File: config.mk
export PLATFORM = sky130hd
export DESIGN_NAME = ssd_scan_controller_flat
export DESIGN_NICKNAME = d
export VERILOG_FILES = /design/src/rtl/ssd_scan_controller_pkg.sv /design/src/rtl/ssd_scan_controller_if.sv /design/src/rtl/ssd_segment_decoder.sv /design/src/rtl/ssd_scan_controller.sv /design/src/flat_wrapper.sv
export SDC_FILE = /design/constraint.sdc
export NUM_CORES = 1
export LEC_CHECK = 0
export ABC_AREA = 1
export BUFFER_PORTS_ARGS = -buffer_cell sky130_fd_sc_hd__buf_4
export CORE_UTILIZATION = 30
export DETAILED_ROUTE_END_ITERATION = 10
export GPL_TIMING_DRIVEN = 1
export PLACE_DENSITY = 0.48
export SLEW_MARGIN = 0
export SYNTH_ARGS = -nofsm -noshare
export SYNTH_HDL_FRONTEND = slang
export SYNTH_HIERARCHICAL = 1
export SYNTH_SLANG_ARGS = --single-unit
File: constraint.sdc
create_clock -name i_clk -period 7.63 [get_ports i_clk]
set_input_delay 1.526 -clock i_clk [delete_from_list [all_inputs] [get_ports i_clk]]
set_output_delay 1.526 -clock i_clk [all_outputs]
set_load 0.03 [all_outputs]
File: src/rtl/ssd_scan_controller_pkg.sv
// Shared types and constants for the 4-digit common-anode seven-segment display blocks.
// Segment patterns are active-low a..g with a in the MSB.
package ssd_scan_controller_pkg;

    typedef logic [2:0] digit_t;
    typedef logic [6:0] seg_t;

    typedef enum logic {BLANK, DRIVE} state_e;

    localparam seg_t SEG_0   = 7'b0000001;
    localparam seg_t SEG_1   = 7'b1001111;
    localparam seg_t SEG_2   = 7'b0010010;
    localparam seg_t SEG_3   = 7'b0000110;
    localparam seg_t SEG_4   = 7'b1001100;
    localparam seg_t SEG_5   = 7'b0100100;
    localparam seg_t SEG_6   = 7'b0100000;
    localparam seg_t SEG_7   = 7'b0001111;
    localparam seg_t SEG_OFF = 7'b1111111;

    localparam logic [3:0] ANODE_SLOT0 = 4'b0111;
    localparam logic [3:0] ANODE_SLOT1 = 4'b1011;
    localparam logic [3:0] ANODE_SLOT2 = 4'b1101;
    localparam logic [3:0] ANODE_SLOT3 = 4'b1110;
    localparam logic [3:0] ANODE_OFF   = 4'b1111;

    // Slot 0 is the leftmost digit, which sits on anode bit 3.
    function automatic logic [3:0] anode_for(input logic [1:0] slot);
        logic [3:0] a;
        a = ANODE_OFF;
        unique case (slot)
            2'd0: a = ANODE_SLOT0;
            2'd1: a = ANODE_SLOT1;
            2'd2: a = ANODE_SLOT2;
            2'd3: a = ANODE_SLOT3;
            default: a = ANODE_OFF;
        endcase
        return a;
    endfunction

endpackage

File: src/rtl/ssd_scan_controller_if.sv
// Digit write bus: the writer (master) presents sel/data with valid, the controller returns ready.
interface ssd_scan_controller_if;
    import ssd_scan_controller_pkg::*;

    logic       wr_valid;
    logic       wr_ready;
    logic [1:0] wr_sel;
    digit_t     wr_data;

    modport master (output wr_valid, output wr_sel, output wr_data, input wr_ready);
    modport slave  (input wr_valid, input wr_sel, input wr_data, output wr_ready);

endinterface

File: src/rtl/ssd_segment_decoder.sv
// Combinational digit (0..7) to active-low seven-segment pattern decoder.
module ssd_segment_decoder
    import ssd_scan_controller_pkg::*;
(
    input  digit_t i_digit,
    output seg_t   o_seg
);

    always_comb begin
        o_seg = SEG_OFF;
        unique case (i_digit)
            3'd0: o_seg = SEG_0;
            3'd1: o_seg = SEG_1;
            3'd2: o_seg = SEG_2;
            3'd3: o_seg = SEG_3;
            3'd4: o_seg = SEG_4;
            3'd5: o_seg = SEG_5;
            3'd6: o_seg = SEG_6;
            3'd7: o_seg = SEG_7;
            default: o_seg = SEG_OFF;
        endcase
    end

endmodule

File: src/rtl/ssd_scan_controller.sv
// Four-digit scan controller with per-slot blanking gap and a shadow/active digit bank
// that is committed only at the frame boundary.
module ssd_scan_controller
    import ssd_scan_controller_pkg::*;
#(
    parameter int unsigned CLK_HZ       = 50000000,
    parameter int unsigned SCAN_HZ      = 400,
    parameter int unsigned BLANK_CYCLES = 500
) (
    input  logic                 i_clk,
    input  logic                 i_reset,
    ssd_scan_controller_if.slave wr_bus,
    input  logic [3:0]           i_blank_mask,
    output logic                 o_frame_start,
    output logic [1:0]           o_digit_sel,
    output logic [3:0]           o_anode,
    output seg_t                 o_cathode
);

    localparam int unsigned SlotCycles = CLK_HZ / SCAN_HZ;
    localparam int unsigned CntW       = (SlotCycles > 1) ? $clog2(SlotCycles) : 1;
    localparam logic [CntW-1:0] CntLast  = CntW'(SlotCycles - 1);
    localparam logic [CntW-1:0] CntBlank = CntW'(BLANK_CYCLES);

    logic            r_run;
    logic [CntW-1:0] r_slot_cnt;
    logic [CntW-1:0] w_slot_cnt_d;
    logic [1:0]      r_digit_sel;
    logic [1:0]      w_digit_sel_d;
    state_e          r_state;
    state_e          w_state_d;
    logic            r_mask;
    logic            w_mask;
    digit_t          r_shadow [4];
    digit_t          r_active [4];
    logic            r_dirty;
    logic            w_commit_cycle;
    logic            w_wr_fire;
    seg_t            w_seg;
    logic [3:0]      w_anode_d;
    seg_t            w_cathode_d;
    logic [3:0]      r_anode;
    seg_t            r_cathode;
    logic            r_frame_start;

    // r_run holds the counters still on the release edge so the first live cycle is slot 0, count 0.
    assign w_commit_cycle  = r_run && (r_slot_cnt == CntLast) && (r_digit_sel == 2'd3);
    assign wr_bus.wr_ready = r_run && !w_commit_cycle;
    assign w_wr_fire       = wr_bus.wr_valid && wr_bus.wr_ready;

    always_comb begin
        w_slot_cnt_d  = r_slot_cnt;
        w_digit_sel_d = r_digit_sel;
        if (r_run) begin
            if (r_slot_cnt == CntLast) begin
                w_slot_cnt_d  = '0;
                w_digit_sel_d = r_digit_sel + 2'd1;
            end else begin
                w_slot_cnt_d = r_slot_cnt + CntW'(1);
            end
        end
    end

    // The mask bit is captured during the first blanking cycle and held for the rest of the slot.
    assign w_mask = (r_slot_cnt == '0) ? i_blank_mask[r_digit_sel] : r_mask;

    always_ff @(posedge i_clk) begin
        if (!i_reset) begin
            r_state <= BLANK;
        end else begin
            r_state <= w_state_d;
        end
    end

    always_comb begin
        w_state_d = r_state;
        unique case (r_state)
            BLANK:   if (w_slot_cnt_d == CntBlank) w_state_d = DRIVE;
            DRIVE:   if (w_slot_cnt_d == '0)       w_state_d = BLANK;
            default: w_state_d = BLANK;
        endcase
    end

    ssd_segment_decoder u_decoder (
        .i_digit (r_active[w_digit_sel_d]),
        .o_seg   (w_seg)
    );

    // Outputs are decoded from the next state so the registered pins line up with the counters.
    always_comb begin
        w_anode_d   = ANODE_OFF;
        w_cathode_d = SEG_OFF;
        if (w_state_d == DRIVE && !w_mask) begin
            w_anode_d   = anode_for(w_digit_sel_d);
            w_cathode_d = w_seg;
        end
    end

    always_ff @(posedge i_clk) begin
        if (!i_reset) begin
            r_run         <= 1'b0;
            r_slot_cnt    <= '0;
            r_digit_sel   <= 2'd0;
            r_mask        <= 1'b0;
            r_anode       <= ANODE_OFF;
            r_cathode     <= SEG_OFF;
            r_frame_start <= 1'b0;
        end else begin
            r_run         <= 1'b1;
            r_slot_cnt    <= w_slot_cnt_d;
            r_digit_sel   <= w_digit_sel_d;
            r_mask        <= w_mask;
            r_anode       <= w_anode_d;
            r_cathode     <= w_cathode_d;
            r_frame_start <= (w_slot_cnt_d == '0) && (w_digit_sel_d == 2'd0);
        end
    end

    always_ff @(posedge i_clk) begin
        if (!i_reset) begin
            for (int i = 0; i < 4; i++) begin
                r_shadow[i] <= '0;
                r_active[i] <= '0;
            end
            r_dirty <= 1'b0;
        end else if (w_commit_cycle) begin
            if (r_dirty) begin
                r_active <= r_shadow;
                r_dirty  <= 1'b0;
            end
        end else if (w_wr_fire) begin
            r_shadow[wr_bus.wr_sel] <= wr_bus.wr_data;
            r_dirty                 <= 1'b1;
        end
    end

    assign o_frame_start = r_frame_start;
    assign o_digit_sel   = r_digit_sel;
    assign o_anode       = r_anode;
    assign o_cathode     = r_cathode;

endmodule

File: src/flat_wrapper.sv
// flat-port wrapper written by rule: the top's interface ports become plain ports
module ssd_scan_controller_flat import ssd_scan_controller_pkg::*;
#(
    parameter int unsigned CLK_HZ       = 50000000,
    parameter int unsigned SCAN_HZ      = 400,
    parameter int unsigned BLANK_CYCLES = 500
)
  (i_clk, i_reset, i_blank_mask, o_frame_start, o_digit_sel, o_anode, o_cathode, wr_bus_wr_valid, wr_bus_wr_sel, wr_bus_wr_data, wr_bus_wr_ready);
  ssd_scan_controller_if wr_bus_i ();
  input  logic i_clk;
  input  logic i_reset;
  input  logic [3:0] i_blank_mask;
  output logic o_frame_start;
  output logic [1:0] o_digit_sel;
  output logic [3:0] o_anode;
  output seg_t o_cathode;
  input wire logic [$bits(wr_bus_i.wr_valid)-1:0] wr_bus_wr_valid;
  input wire logic [$bits(wr_bus_i.wr_sel)-1:0] wr_bus_wr_sel;
  input wire logic [$bits(wr_bus_i.wr_data)-1:0] wr_bus_wr_data;
  output wire logic [$bits(wr_bus_i.wr_ready)-1:0] wr_bus_wr_ready;
  assign wr_bus_i.wr_valid = wr_bus_wr_valid;
  assign wr_bus_i.wr_sel = wr_bus_wr_sel;
  assign wr_bus_i.wr_data = wr_bus_wr_data;
  assign wr_bus_wr_ready = wr_bus_i.wr_ready;
  ssd_scan_controller #(.CLK_HZ(CLK_HZ), .SCAN_HZ(SCAN_HZ), .BLANK_CYCLES(BLANK_CYCLES)) u_core (.i_clk(i_clk), .i_reset(i_reset), .wr_bus(wr_bus_i), .i_blank_mask(i_blank_mask), .o_frame_start(o_frame_start), .o_digit_sel(o_digit_sel), .o_anode(o_anode), .o_cathode(o_cathode));
endmodule
Word-level counts from Yosys, hierarchy flattened
Memory sizes are Yosys's and may differ from the RTL's. A register that Yosys moved wholly into a read port is not among the register bits. Index checks and enable logic that the tools add are counted.

Register bits: 52. Bits in read-only memories: 56. Input port bits: 12. Memories: 1.

Memories: (name not given) (depth 8, width 7, rd ports 1, clocked after memory_dff 1, write ports 0, line ssd_segment_decoder.sv:11) `unique case (i_digit)`.

Add/subtract/negate cells: 2. Magnitude comparators: 4. Equal/unequal tests: 6. Muxes and demuxes: 18. Bitwise logic cells: 5. Reductions and logical operators: 17.

Operator list (count): logical NOT 17 bit (2); 2-to-1 mux 17 bit (2); adder 17 x 1 -> 17 bit (second input constant) (1); == test 17 bit (second input constant) (1); == test 17 x 9 -> 1 bit (second input constant) (1); one-hot mux 4 bit (4 select lines) (1); bitwise mux 12 bit (1); 2-to-1 mux 3 bit (3); logical AND 1 bit (7); binary-select mux 3 bit (select 2 bit) (1); demux 3 bit (select 2 bit) (1); == test 2 bit (second input constant) (3); greater-or-equal comparator 3 bit (second input constant) (2); inverter 2 -> 3 bit (2); AND reduction 2 bit (3); 2-to-1 mux 1 bit (5); 2-to-1 mux 2 bit (2); logical NOT 1 bit (3); < comparator 2 x 3 -> 1 bit (second input constant) (1); < comparator 3 x 1 -> 1 bit (second input constant) (1); inverter 1 bit (3); adder 2 x 1 -> 2 bit (second input constant) (1); binary-select mux 1 bit (select 2 bit) (1); == test 2 x 1 -> 1 bit (second input constant) (1); 3 further kinds (3).

Logic depth before layout (Yosys ltp)
Word-level depth: 9. Depth in mapped cells: 19. Gate-level depth less buffers: 18.

Hierarchy
The synthesis kept the hierarchy.

By module, submodules not included: ssd_scan_controller (times used 1, cells an instance 376, area each 2757.6 µm²); ssd_segment_decoder (times used 1, cells an instance 25, area each 155.1 µm²).

Worst setup path after synthesis
Ideal clock, no wire load.

Path type: register to output. Start point: register u_core.r_slot_cnt[0]. End point: output port wr_bus_wr_ready. Arrival time: 1.526 ns. Data required time: 6.104 ns. Setup slack: 4.578 ns. Stages on the path, launching flop included: 10. Path buffers: 1. Path through: dfxtp_1 > ha_1 > nand2_1 > clkinv_1 > nand2_1 > nor2_1 > nand3_1 > buf_2 > nor2_1 > nor2_1.

Cells in the longest elaborated chain, start to end: 5.

RTL lines: start, declared (line ssd_scan_controller.sv:26) `logic [CntW-1:0] r_slot_cnt;`; start signal, assigned (line ssd_scan_controller.sv:110) `r_slot_cnt <= w_slot_cnt_d;`; == test 17 bit (line ssd_scan_controller.sv:47) `assign w_commit_cycle = r_run && (r_slot_cnt == CntLast) && (r_digit_sel == 2'd3);`; logical AND 1 bit (2 in series) (line ssd_scan_controller.sv:47); logical NOT 1 bit (line ssd_scan_controller.sv:48) `assign wr_bus.wr_ready = r_run && !w_commit_cycle;`; logical AND 1 bit (line ssd_scan_controller.sv:48); end, declared (line flat_wrapper.sv:20) `output wire logic [$bits(wr_bus_i.wr_ready)-1:0] wr_bus_wr_ready;`.

Every way passes these cells.

Worst setup path after layout
Same ends and word-level chain as after synthesis.

==> impl_table.tex <==
\begin{tabular}{lr}
\hline
Metric & Value \\
\hline
\multicolumn{2}{l}{\textbf{Floorplan}} \\
Initial Utilization & 0.312 \\
Area of the die & 10100 um\^{}2 \\
Ports placed on the boundary & 27 \\
Core outline area & 9330 um\^{}2 \\
Number of rows created at floorplan & 35 \\
Chip height & 101 um \\
DIE WIDTH & 101 um \\
\multicolumn{2}{l}{\textbf{STA}} \\
Unrepaired setup endpoints after global routing & false \\
Count of pins over their slew limit & 0 \\
Number of setup violations in the final report & 0 \\
Slew at the pin closest to its max-slew limit & $\sim$0.83 ns \\
Post-layout minimum cycle time & between 3 and 4 ns \\
Sum of negative setup slack & 0 ns \\
Worst slack on hold paths & 0.443 ns \\
Worst Skew & 0.0101 ns \\
Number of failing hold endpoints at the final stage & 0 \\
Maximum clock frequency & 0.258 GHz \\
Relative slew slack & 0.447 \\
Final setup margin & approximately 3.8 ns \\
Fin crit share & 0.507 \\
\multicolumn{2}{l}{\textbf{Route}} \\
Post-detailed-route via-to-cell ratio & 4.48 \\
First-pass detailed-route iteration total & 5 \\
Antenna Nets Post-Route & 0 \\
Overall via count from detail\_route & 2513 \\
Initial DRC Count & 130 \\
DR DRC count & 0 \\
Routed wire length per instance & 11.6 um \\
Final routed wirelength across all metal layers & approximately 6500 um \\
\multicolumn{2}{l}{\textbf{Clocking}} \\
Quantity of hold-fixing buffers added after cts & 0 \\
TritonCTS clock tree & built \\
Clock-pin slew of the registers on the worst-case setup and hold paths & 0.07 ns \\
Root Buffer Master & sky130\_fd\_sc\_hd\_\_clkbuf\_8 \\
Longest Clk Path Bufs & 2 \\
Worst-skew pair later-pin latency & 0.33 ns \\
Number of sinks driven by the clock tree & 59 \\
Number of H-tree branching levels & 3 \\
Number of clock buffers inserted by TritonCTS & 9 \\
\# resized after CTS & 0 \\
Post-CTS repair timing setup buffer count & 0 \\
\multicolumn{2}{l}{\textbf{Critical path}} \\
Crit path top cell by count & sky130\_fd\_sc\_hd\_\_nor2\_1 \\
CP startpoint kind & flip-flop \\
Critical path's top delay family & simple AND/OR/NAND/NOR gates \\
Worst Path Required & around 6 ns \\
Largest stage delay, worst path & 0.45 ns \\
Critical path buffer and inverter count & 2 \\
Type of element capturing the critical path & output pin \\
Arr. time, crit path & 2.34 ns \\
Maximum fanout along the worst path & 12 \\
Worst Path Class, Setup & flip-flop to output pin \\
Cell breakdown of the critical path & ha\_1 > nand2\_1 > clkinv\_1 > nand2\_1 > nor2\_1 > nand3\_1 > nor2\_1 > nor2\_1 > buf\_4 \\
CP max-delay cell & sky130\_fd\_sc\_hd\_\_nor2\_1 \\
\multicolumn{2}{l}{\textbf{Global routing}} \\
Global-route wire length before repair & around 11000 um \\
GR Overflow Total & 0 \\
Number of global-route vias before repair & 2385 \\
Total global routing track utilization & 0.142 \\
Initial antenna violation count & 0 \\
Pin count of the biggest net entering global routing & 29 \\
\multicolumn{2}{l}{\textbf{Logic synthesis}} \\
Cell variety after synth & 36 \\
Most area-hungry cell type in the Yosys netlist & sky130\_fd\_sc\_hd\_\_dfxtp\_1 \\
Register area share after synthesis & 0.405 \\
Average cell area after synthesis & between 7 and 8 um\^{}2 \\
Syn Inst Count & 401 \\
Post-synth net total & roughly 430 \\
Top cells by area in the synthesized netlist & sky130\_fd\_sc\_hd\_\_dfxtp\_1 (41\%), sky130\_fd\_sc\_hd\_\_nand2\_1 (8.1\%), sky130\_fd\_sc\_hd\_\_inv\_1 (7.9\%), sky130\_fd\_sc\_hd\_\_nor2\_1 (7.0\%), sky130\_fd\_sc\_hd\_\_a21oi\_1 (5.7\%) \\
FF+latch count, synth & 59 \\
Cell area after technology mapping & 2910 um\^{}2 \\
Fraction of synthesized cell area taken by the top area cell type & 0.405 \\
Count of yosys warnings during synthesis & 6 \\
\multicolumn{2}{l}{\textbf{Cells and area}} \\
Commonest non-fill, non-tap cell in the layout & sky130\_fd\_sc\_hd\_\_nand2\_1 \\
Highest-count cells in the layout ignoring fill and taps & sky130\_fd\_sc\_hd\_\_nand2\_1 (63), sky130\_fd\_sc\_hd\_\_inv\_1 (61), sky130\_fd\_sc\_hd\_\_dfxtp\_1 (59) \\
Total non-filler cell area in the finished layout & $\sim$3400 um\^{}2 \\
Area occupied by registers & $\sim$1200 um\^{}2 \\
Number of fill cells in the layout & 970 \\
Net count reported at finish & 452 \\
Area of the multi-input gates & 1420 um\^{}2 \\
Share of cells above drive strength 1 & 0.139 \\
Ant. Diodes & 0 \\
Area added between synthesis and finish & 17.3\% \\
\multicolumn{2}{l}{\textbf{Power}} \\
Overall Power & around 650 uW \\
Maximum VDD drop & between 0.00006 and 0.00007 V \\
Leakage & 0.00141 uW \\
Power density of the placed cells & approximately 190 nW/um\^{}2 \\
\multicolumn{2}{l}{\textbf{Hold path}} \\
Class of the tightest hold or removal check & flip-flop to flip-flop \\
\multicolumn{2}{l}{\textbf{Place}} \\
Count of input and output buffers & 26 \\
HPWL reported at the end of detailed placement & 4710 um \\
Placed standard-cell area & 3210 um\^{}2 \\
Pre-CTS setup slack & approximately 4.1 ns \\
Placer Congestion & between 0.8 and 0.9 \\
\multicolumn{2}{l}{\textbf{Job}} \\
Max Cap Viol & 0 \\
\multicolumn{2}{l}{\textbf{Run status}} \\
Status & completed \\
\hline
\end{tabular}
final timing paths:
kind,from,endpoint,slack [ns],cells past startpoint
setup / recovery,u_core/r_slot_cnt[0]$_SDFF_PN0_,wr_bus_wr_ready,3.76,9
hold / removal,u_core/r_shadow[1]$_SDFFE_PN0P_,u_core/r_shadow[1]$_SDFFE_PN0P_,0.44,2
setup reg to reg,u_core/r_slot_cnt[0]$_SDFF_PN0_,u_core/o_cathode[3]$_SDFF_PN1_,4.26,17
hold reg to reg,u_core/r_shadow[1]$_SDFFE_PN0P_,u_core/r_shadow[1]$_SDFFE_PN0P_,0.44,2
layout make-up:
type,instances,area share
Clock buffer,11,0.0385
Clock inverter,5,0.0227
Multi-Input combinational cell,266,0.416
Inverter,65,0.0722
Sequential cell,59,0.346
Tap cell,129,0.0473
Timing Repair Buffer,26,0.0571
cells in the mapped netlist, drive strengths merged:
cell	number
inv	63
nand2	64
o21bai	2
clkinv	2
nor4	1
o32ai	1
nor3	5
nand3	26
mux2	1
nor2	61
nor3b	1
nand4	8
a21oi	34
o22ai	1
and2	1
buf	6
dfxtp	59
a32oi	2
ha	13
clkbuf	5
or2	1
nand3b	7
o21ai	31
xor2	6
through the flow:
step / std cells / util
floorplan: 401 / -
global placement: 545 / 0.344
detailed placement: 545 / 0.344
CTS: 561 / 0.366
global route: 561 / 0.366
finish: 561 / 0.366
power by group:
group | switching (uW) | internal (uW)
logic | 20.8 | 12.2
clock network | 122 | 183
registers | 3.00 | 313
registers in the layout, indices dropped and copies added, names as in the netlist:
register,cells
u_core/r_state,1
u_core/r_slot_cnt,17
u_core/r_active,12
u_core/r_mask,1
u_core/r_dirty,1
u_core/o_cathode,7
u_core/r_shadow,12
u_core/o_anode,4
u_core/o_digit_sel,2
u_core/r_run,1
u_core/o_frame_start,1
routing by layer:
metal | up-vias | share of wire | track usage
li1 | 1333 | - | -
met1 | 1118 | 0.53 | 0.193
met2 | 52 | 0.41 | 0.213
met3 | 10 | 0.040 | 0.0388
met4 | 0 | 0.016 | 0.0546
met5 | - | 0 | 0
cell families after synthesis:
family | count (synthesis) | synth area share
flip-flops | 59 | 0.405
multiplexers | 1 | 0.00387
AND/OR/NAND/NOR | 175 | 0.274
AO/OA/AOI/OAI | 71 | 0.134
XOR/XNOR | 6 | 0.0206
buffers and inverters | 76 | 0.106
adder cells (fa/ha/maj) | 13 | 0.0558
worst reg2reg max path: cells and delay by family, from the launching register on:
family | cells | cell delay (ns)
fa+ha+maj | 2 | 0.57
simple gates | 10 | 1.37
flops | 1 | 0.37
compound gates | 1 | 0.35
buf+inv | 4 | 0.57
No activity file was read; power rests on OpenSTA's default activity.
